===== src/rtl/melody_trigger.sv =====
// melody_trigger: turns single-cycle play requests into timed start_melody
// windows for a melody player, with a guard gap between back-to-back plays.
//
// Parameters
//   PLAY_TICKS  clk cycles start_melody is held high per play (1..2^32-1)
//   GAP_TICKS   clk cycles start_melody is held low between plays (1..2^32-1)
//
// Ports
//   clk           system clock (1 MHz), single clock domain
//   rst           synchronous active-high reset
//   event_req     play request, one request per high cycle (no edge detect)
//   cancel        abort current play and flush all pending requests
//   start_melody  registered level to the player's start input
//   busy          registered, high while playing or in the guard gap
//   done          one-cycle pulse when a play window ends
//   pend_cnt      queued requests waiting to play (0..3)
//   overflow      one-cycle pulse when a request is dropped
//
// Configuration
//   MELODY_TRIGGER_QUEUE_EN  when defined, requests arriving during a play or
//                            gap are queued (depth 3); otherwise they are
//                            dropped with an overflow pulse and pend_cnt
//                            stays 0.

module melody_trigger #(
   parameter int unsigned PLAY_TICKS = 4000000,
   parameter int unsigned GAP_TICKS  = 200000
) (
   input  logic       clk,
   input  logic       rst,
   input  logic       event_req,
   input  logic       cancel,
   output logic       start_melody,
   output logic       busy,
   output logic       done,
   output logic [1:0] pend_cnt,
   output logic       overflow
);

   localparam int unsigned CNT_W  = 32;
   localparam int unsigned PEND_W = 2;

   // Terminal counts: the counter starts at 0 on phase entry, so a phase of
   // N cycles ends on the edge where the counter has reached N-1.
   localparam logic [CNT_W-1:0]  PLAY_LAST = CNT_W'(PLAY_TICKS - 1);
   localparam logic [CNT_W-1:0]  GAP_LAST  = CNT_W'(GAP_TICKS - 1);
   localparam logic [PEND_W-1:0] PEND_MAX  = PEND_W'(3);

   typedef enum logic [1:0] {
      IDLE = 2'd0,
      PLAY = 2'd1,
      GAP  = 2'd2
   } state_t;

   state_t             state;
   state_t             state_nx;
   logic [CNT_W-1:0]   tick;
   logic [CNT_W-1:0]   tick_nx;
   logic [PEND_W-1:0]  pend_nx;
   logic               start_nx;
   logic               busy_nx;
   logic               done_nx;
   logic               ovf_nx;

   logic               play_end;
   logic               gap_end;

   // Phase-end detection uses >= so the counter can never run past its
   // terminal count and a tick parameter of 1 gives a one-cycle phase.
   assign play_end = (tick >= PLAY_LAST);
   assign gap_end  = (tick >= GAP_LAST);

   // State, counter and registered outputs.
   always_ff @(posedge clk) begin
      if (rst) begin
         state        <= IDLE;
         tick         <= '0;
         pend_cnt     <= '0;
         start_melody <= 1'b0;
         busy         <= 1'b0;
         done         <= 1'b0;
         overflow     <= 1'b0;
      end else begin
         state        <= state_nx;
         tick         <= tick_nx;
         pend_cnt     <= pend_nx;
         start_melody <= start_nx;
         busy         <= busy_nx;
         done         <= done_nx;
         overflow     <= ovf_nx;
      end
   end

   // Next-state, counter, queue and output decode.
   always_comb begin
      state_nx = state;
      tick_nx  = tick;
      pend_nx  = pend_cnt;
      done_nx  = 1'b0;
      ovf_nx   = 1'b0;

      if (cancel) begin
         // Cancel flushes everything and swallows any same-edge request.
         state_nx = IDLE;
         tick_nx  = '0;
         pend_nx  = '0;
      end else begin
         unique case (state)
            IDLE: begin
               if (event_req) begin
                  state_nx = PLAY;
                  tick_nx  = '0;
               end
            end

            PLAY: begin
               if (play_end) begin
                  state_nx = GAP;
                  tick_nx  = '0;
                  done_nx  = 1'b1;
               end else begin
                  tick_nx = tick + CNT_W'(1);
               end
`ifdef MELODY_TRIGGER_QUEUE_EN
               if (event_req) begin
                  if (pend_cnt != PEND_MAX) begin
                     pend_nx = pend_cnt + PEND_W'(1);
                  end else begin
                     ovf_nx = 1'b1;
                  end
               end
`else
               ovf_nx = event_req;
`endif
            end

            GAP: begin
               if (gap_end) begin
                  tick_nx = '0;
`ifdef MELODY_TRIGGER_QUEUE_EN
                  // A request landing on the expiry edge is queued and the
                  // head of the queue dequeued in the same edge, so a full
                  // queue stays full without overflowing. With an empty
                  // queue the fresh request plays directly instead of being
                  // stranded in the queue while idle.
                  if ((pend_cnt != '0) || event_req) begin
                     state_nx = PLAY;
                     if ((pend_cnt != '0) && !event_req) begin
                        pend_nx = pend_cnt - PEND_W'(1);
                     end
                  end else begin
                     state_nx = IDLE;
                  end
`else
                  state_nx = IDLE;
                  ovf_nx   = event_req;
`endif
               end else begin
                  tick_nx = tick + CNT_W'(1);
`ifdef MELODY_TRIGGER_QUEUE_EN
                  if (event_req) begin
                     if (pend_cnt != PEND_MAX) begin
                        pend_nx = pend_cnt + PEND_W'(1);
                     end else begin
                        ovf_nx = 1'b1;
                     end
                  end
`else
                  ovf_nx = event_req;
`endif
               end
            end

            default: begin
               state_nx = IDLE;
               tick_nx  = '0;
               pend_nx  = '0;
            end
         endcase
      end

`ifndef MELODY_TRIGGER_QUEUE_EN
      // No queue in this build: the pending count is held at zero.
      pend_nx = '0;
`endif

      // Outputs are registered copies of the decoded next state.
      start_nx = (state_nx == PLAY);
      busy_nx  = (state_nx != IDLE);
   end

endmodule


===== config.mk =====
export PLATFORM = sky130hd
export DESIGN_NAME = melody_trigger
export DESIGN_NICKNAME = d
export VERILOG_FILES = /design/src/rtl/melody_trigger.sv
export SDC_FILE = /design/constraint.sdc
export NUM_CORES = 1
export LEC_CHECK = 0
export ABC_AREA = 1
export BUFFER_PORTS_ARGS = -buffer_cell sky130_fd_sc_hd__buf_2
export CORE_UTILIZATION = 25
export DETAILED_ROUTE_END_ITERATION = 7
export PLACE_DENSITY = 0.5
export SYNTH_ARGS = -nofsm -noshare
export SYNTH_HDL_FRONTEND = slang
export SYNTH_SLANG_ARGS = --single-unit

===== constraint.sdc =====
create_clock -name clk -period 1.51 [get_ports clk]
set_input_delay 0.2265 -clock clk [delete_from_list [all_inputs] [get_ports clk]]
set_output_delay 0.2265 -clock clk [all_outputs]
set_load 0.02 [all_outputs]

==> flow_summary_export.csv, run 1 <==
group,metric,value,unit
status,status,"finished with violations",
status,violations,"negative setup slack",
drt,detail-route-antenna-nets,0,
cts,tritoncts,"yes",
synth,synth_area_leader_cell,"dfxtp_1",
synth,synth_cells,328,
global_route,grt_pass1_wl,9.30,mm
power_and_ir_drop,p_sw,503,uW
synth,synth_top_area_share,35.2,%
power_and_ir_drop,p_sw_share,24.7,%
power_and_ir_drop,pwr-share-seq,49.4,%
synth,ys_seq_area_share,35.2,%
drt,routedWlPerCell,11.6,um
setup_path,r2r_setup_slack,-0.05,ns
drt,first_pass_iters,4,
worst_hold_path,hold_depth,3,
power_and_ir_drop,p_total,2.04,mW
cts,clockRootBuffer,"clkbuf_8",
power_and_ir_drop,max-vdd-ir-drop,0.467,mV
cells_and_area,area_growth,39.8,%
timing,tightest_slew,0.514,ns
placed_design,placed_area,0.00257,mm^2
power_and_ir_drop,p_leak,1.20,nW
cts,clk_pin_slew_worst_paths,0.08,ns
timing,tns,-0.166,ns
cts,htreeDepth,2,
power_and_ir_drop,p_per_area,674,mW/mm^2
cts,clock_latency,0.30,ns
global_route,grt_pass1_vias,2015,
floorplanning,num_rows,33,
timing,hold_viol_final,0,
setup_path,slowest_delay,0.37,ns
setup_path,crit_slowest_cell,"dfxtp_2",
synth,ys_ff_latch,38,
power_and_ir_drop,intPower,1.53,mW
setup_path,startpoint_type,"flip-flop",
timing,fin_crit_sh,104,%
synth,synth_area,0.00216,mm^2
drt,via_per_inst,4.47,
global_route,antenna_found_initial,0,
setup_path,cp.arrival,1.75,ns
placed_design,place_ws,-0.168,ns
cts,ctsHoldBuffers,0,
setup_path,required,1.70,ns
cells_and_area,final_common_cell,"nand2_1",
placed_design,place.gp.congestion,0.777,
floorplanning,die_w,95.0,um
floorplanning,ios,10,
cells_and_area,final_cell_mix,"74 x nand2_1, 46 x nor2_1, 39 x buf_4",
global_route,grt-ovfl-total,0,
floorplanning,start_util,26.1,%
setup_path,crit_fanout,6,
cts,cts_buffers,5,
floorplanning,die_h,95.0,um
cells_and_area,instances_no_fill,481,
run,cap_violations,0,
timing,finalCriticalPeriod,1.56,ns
setup_path,worstPathCellList,"ha_4 > nand3_4 > nor2_4 > nand2_1 > nand2_1 > nand2_2 > nand3_4 > nand2_8 > o21ai_4 > nand2_1",
floorplanning,die_area,0.00902,mm^2
setup_path,ff2ff_path_depth,10,
drt,wirelength,5.58,mm
worst_hold_path,hp-class,"input pin to flip-flop",
timing,fin_ws,-0.0548,ns
power_and_ir_drop,clock_power_share,44.1,%
cts,clock_path_buffers,2,
setup_path,critPathKind,"flip-flop to flip-flop",
cells_and_area,fin_area,0.00302,mm^2
global_route,track_usage,13.3,%
cells_and_area,antenna_cells,0,
timing,rsz0062_at_grt,"true",
floorplanning,core,0.00830,mm^2
synth,ys_types,31,
placed_design,io_buffers,7,
timing,timing.fmax,0.639,GHz
synth,post_synth.cell_area_avg,6.59,um^2
synth,yosysWarnings,0,
setup_path,path_depth,10,
drt,drtIter0Drc,94,
cells_and_area,drive_gt1_share,35.9,%
timing,final-setup-viol-count,10,
timing,clock_skew,0.0124,ns
setup_path,crit_buf_inv,0,
synth,post_synth_main_area_contributors,"dfxtp_1 35%, nand2_1 15%, nor2_1 9.9%, nand3_1 7.4%, a21oi_1 5.6%",
setup_path,crit_top_cell,"nand2_1",
cells_and_area,fin_nets,384,
drt,vias,2148,
placed_design,dpl.hpwl,3.83,mm
setup_path,end_kind,"flip-flop",
setup_path,cp_top_family,"simple AND/OR/NAND/NOR gates",
drt,drc_errors,0,
global_route,grt_max_degree,33,
placed_design,dp.cells,467,
cts,numClockSinks,38,
power_and_ir_drop,combPwrFrac,6.5,%
timing,final_max_slew_viol_count,0,
timing,relSlewSlack,65.4,%
## final timing paths
path | from | end
setup / recovery | tick[1] | busy
hold / removal | event_req | overflow
setup reg to reg | tick[1] | busy
hold reg to reg | tick[26] | tick[26]
## metrics by stage
step,hold slack (ns),util (%)
floorplan,0.365,-
global route,0.218,36.4
detailed placement,0.429,31.0
global placement,0.427,31.0
CTS,0.193,33.0
finish,0.209,36.4
## state kept, by name, summed over array words and instances (netlist names)
register / cells
busy: 1
done: 1
overflow: 1
start_melody: 1
state: 2
tick: 32
## Yosys cell counts (all sizes together)
cell type,number
a21oi,24
nand3,34
inv,30
and2,1
nor2,62
conb,1
nor4,1
xor2,13
o21bai,1
nand2,88
ha,5
buf,9
o21ai,3
nand4,5
xnor2,3
nor3,3
clkbuf,6
dfxtp,38
clkinv,1
## worst min-delay path: stages
cell	delay (ns)
buf_2	0.11
inv_1	0.07
nor3_1	0.05
## logic make-up (layout without fill, tap and decap cells)
logic type / count (synthesis) / after routing / synth area share (%)
other cells: 1 / 2 / 0.173
fa+ha+maj: 5 / 5 / 2.89
xor+xnor: 16 / 16 / 6.48
simple gates: 194 / 197 / 39.2
flops: 38 / 38 / 35.2
compound gates: 28 / 28 / 6.77
buf+inv: 46 / 90 / 9.32
## layer usage
layer	track usage, %	vias to the layer above	routed length, um
met5	0	-	0
met4	3.41	0	37
met3	2.50	7	115
met2	22.2	20	2690
met1	17.4	989	2730
li1	-	1132	-
## what timing repair did
item	4_1_cts	5_1_grt
resized for setup	12	67
cloned	1	2
setup endpoints to repair	26	26
pin swaps	4	18
setup buffers	1	2
## power groups by stage
stage / sequential [mW] / clock (mW) / combinational, mW
6_report: 1.01 / 0.897 / 0.133
3_3_place_gp: 1.03 / 0 / 0.109
2_1_floorplan: 1.04 / 0 / 0.0737
3_5_place_dp: 1.03 / 0 / 0.111
4_1_cts: 1.01 / 0.923 / 0.115
5_1_grt: 1.01 / 0.967 / 0.146
## area by class of cell
type                    count  area (um^2)
clock buffers               5         68.8
well taps                 105          131
inverters                  31          116
fillers                   878         5280
repair buffers             51          393
flip-flops and latches     38          777
multi-input cells         248         1490
clock inverters             3         45.0
Note: power is estimated with default switching activity, not from simulation.
==> run 2, diff against run 1 <==
==> constraint.sdc (replaced) <==
create_clock -name clk -period 1.51 [get_ports clk]
set_input_delay 0.0755 -clock clk [delete_from_list [all_inputs] [get_ports clk]]
set_output_delay 0.0755 -clock clk [all_outputs]
set_load 0.02 [all_outputs]
==> run 2 against run 1 <==
Against the previous run:
- the run still ends with negative setup slack left
- wire length shrank 0.23%
- cell area decreased by 2.5%
- fmax fell by 2.5%
- core utilization decreased by 0.92 points
- sequential share of layout area rose by 0.75 points
- clock power is 15% lower
- first-iteration DRC count fell by 30%
- flip-flop and latch count stayed put
- clock skew increased by 0.0013 ns
- via count is 0.88% lower
- non-clock buffer count increased by 2
- largest power group unchanged
- highest routed layer unchanged
==> flow_summary_export.csv, run 2 (synthesis gave the netlist of run 1 again) <==
group,metric,value,unit
floorplanning,core,0.00830,mm^2
timing,fin_ws,-0.0953,ns
placed_design,io_buffers,7,
global_route,grt-ovfl-total,0,
setup_path,timing.rr.end,"tick[7]",
floorplanning,die_area,0.00902,mm^2
setup_path,worstPathCellList,"nor2_2 > nand4_1 > nor3_2 > nand2_4 > buf_12 > nand2_8 > nand3_1 > a21oi_1",
global_route,track_usage,13.6,%
setup_path,r2r_setup_slack,-0.1,ns
worst_hold_path,worstHoldEndpoint,"overflow",
drt,vias,2129,
worst_hold_path,hp-class,"input pin to flip-flop",
drt,detail-route-antenna-nets,0,
worst_hold_path,hold_depth,3,
drt,drtIter0Drc,66,
timing,clock_skew,0.0137,ns
cts,clock_path_buffers,2,
cells_and_area,postLayoutCoreUtil,35.5,%
cells_and_area,fin_nets,385,
setup_path,cp_top_family,"simple AND/OR/NAND/NOR gates",
cts,tritoncts,"yes",
global_route,grt_pass1_vias,2030,
global_route,grt_pass1_wl,9.45,mm
cells_and_area,final_cell_mix,"77 x nand2_1, 52 x nor2_1, 42 x buf_4",
cells_and_area,final_common_cell,"nand2_1",
timing,hold_slack,0.0495,ns
cts,clock_latency,0.30,ns
cells_and_area,regMostFlops,"tick",
cts,clk_pin_slew_worst_paths,0.09,ns
timing,rsz0062_at_grt,"true",
cells_and_area,largest_reg_flops,32,
setup_path,ff2ff_path_depth,8,
placed_design,dpl.hpwl,3.76,mm
setup_path,critPathKind,"flip-flop to flip-flop",
status,status,"finished with violations",
power_and_ir_drop,max-vdd-ir-drop,0.461,mV
timing,hold_viol_final,0,
status,violations,"negative setup slack",
setup_path,crit_buf_inv,1,
power_and_ir_drop,p_leak,1.18,nW
cells_and_area,instances_no_fill,482,
timing,fin_crit_sh,106,%
power_and_ir_drop,p_per_area,643,mW/mm^2
setup_path,required,1.74,ns
run,cap_violations,0,
cells_and_area,antenna_cells,0,
drt,first_pass_iters,4,
cts,numClockSinks,38,
drt,wirelength,5.57,mm
timing,finalCriticalPeriod,1.61,ns
floorplanning,start_util,26.1,%
timing,final_max_slew_viol_count,0,
setup_path,slowest_delay,0.33,ns
drt,routedWlPerCell,11.5,um
cells_and_area,fillCellCount,870,
worst_hold_path,holdCritStartpoint,"event_req",
global_route,grt_max_degree,33,
setup_path,crit_slowest_cell,"dfxtp_2",
cells_and_area,area_growth,36.2,%
drt,drc_errors,0,
timing,final-setup-viol-count,26,
drt,via_per_inst,4.42,
power_and_ir_drop,p_total,1.89,mW
setup_path,timing.rr.start,"tick[29]",
floorplanning,ios,10,
placed_design,placed_area,0.00258,mm^2
setup_path,startpoint_type,"flip-flop",
floorplanning,die_h,95.0,um
setup_path,end_kind,"flip-flop",
cells_and_area,reg_top3,"tick (32), state (2)",
placed_design,place.gp.congestion,0.798,
setup_path,cp.arrival,1.84,ns
placed_design,dp.cells,468,
floorplanning,num_rows,33,
cts,htreeDepth,2,
cts,clockRootBuffer,"clkbuf_8",
cells_and_area,fin_area,0.00295,mm^2
setup_path,path_depth,8,
timing,timing.fmax,0.623,GHz
floorplanning,die_w,95.0,um
cells_and_area,drive_gt1_share,31.3,%
setup_path,crit_fanout,11,
cts,cts_buffers,5,
global_route,antenna_found_initial,0,
run 2: changes by cell type in the layout (fill, tap and decap cells not counted), moves of 3 or more:
cell / change
nand2_1: +3
nand2_2: -3
nor2_1: +6
nor2_2: -3
nor2_4: -3
buf_4: +3
nand3_1: +9
nand3_2: -9
buf_6: -3
run 2: area by class of cell:
| type | instances | area [um^2] | area share [%] |
|---|---|---|---|
| inverter | 31 | 116 | 3.95 |
| clock inverter | 2 | 12.5 | 0.425 |
| timing repair buffer | 53 | 422 | 14.3 |
| tap | 105 | 131 | 4.46 |
| multi-input combinational | 247 | 1400 | 47.6 |
| clock buffer | 6 | 82.6 | 2.80 |
| sequential | 38 | 779 | 26.5 |
run 2: repair_timing:
action / 4_1_cts / 5_1_grt
buffers inserted: 4 / 0
pin swaps: 15 / 10
hold buffers: 0 / 0
resized for setup: 30 / 24
endpoints found under the setup margin: 26 / 26
cloned: 2 / 0
run 2: how the worst max path moves through the flow:
stage          startpoint       end  slack, ns
5_1_grt          tick[29]  tick[16]      -0.20
2_1_floorplan     tick[1]  tick[17]      0.006
6_report         tick[29]   tick[7]       -0.1
3_5_place_dp      tick[0]      busy      -0.14
4_1_cts          tick[27]  tick[17]      -0.04
3_3_place_gp      tick[0]      busy      -0.12
run 2: layer usage:
metal  wire (um)  GRT usage (%)  share of wire, %
met5           0              0                 0
met3         142           2.50               2.6
met4          40           3.41              0.72
met2        2710           23.1                49
met1        2670           17.7                48
run 2: worst reg2reg max path, cell delays in order, from the launching register on:
cell and delay (ns):
dfxtp_2 0.33, nor2_2 0.10, nand4_1 0.23, nor3_2 0.31
nand2_4 0.12, buf_12 0.15, nand2_8 0.11, nand3_1 0.09
a21oi_1 0.12
run 2: per-stage QoR:
stage / setup TNS [ns] / setup slack (ns)
2_1_floorplan: 0 / 0.00610
3_3_place_gp: -1.73 / -0.121
3_5_place_dp: -1.65 / -0.144
4_1_cts: -0.767 / -0.0439
5_1_grt: -4.69 / -0.200
6_report: -2.03 / -0.0953
run 2: power breakdown:
part	internal, mW	switching [mW]
combinational	0.0373	0.0922
sequential	1.00	0.00170
clock	0.367	0.391
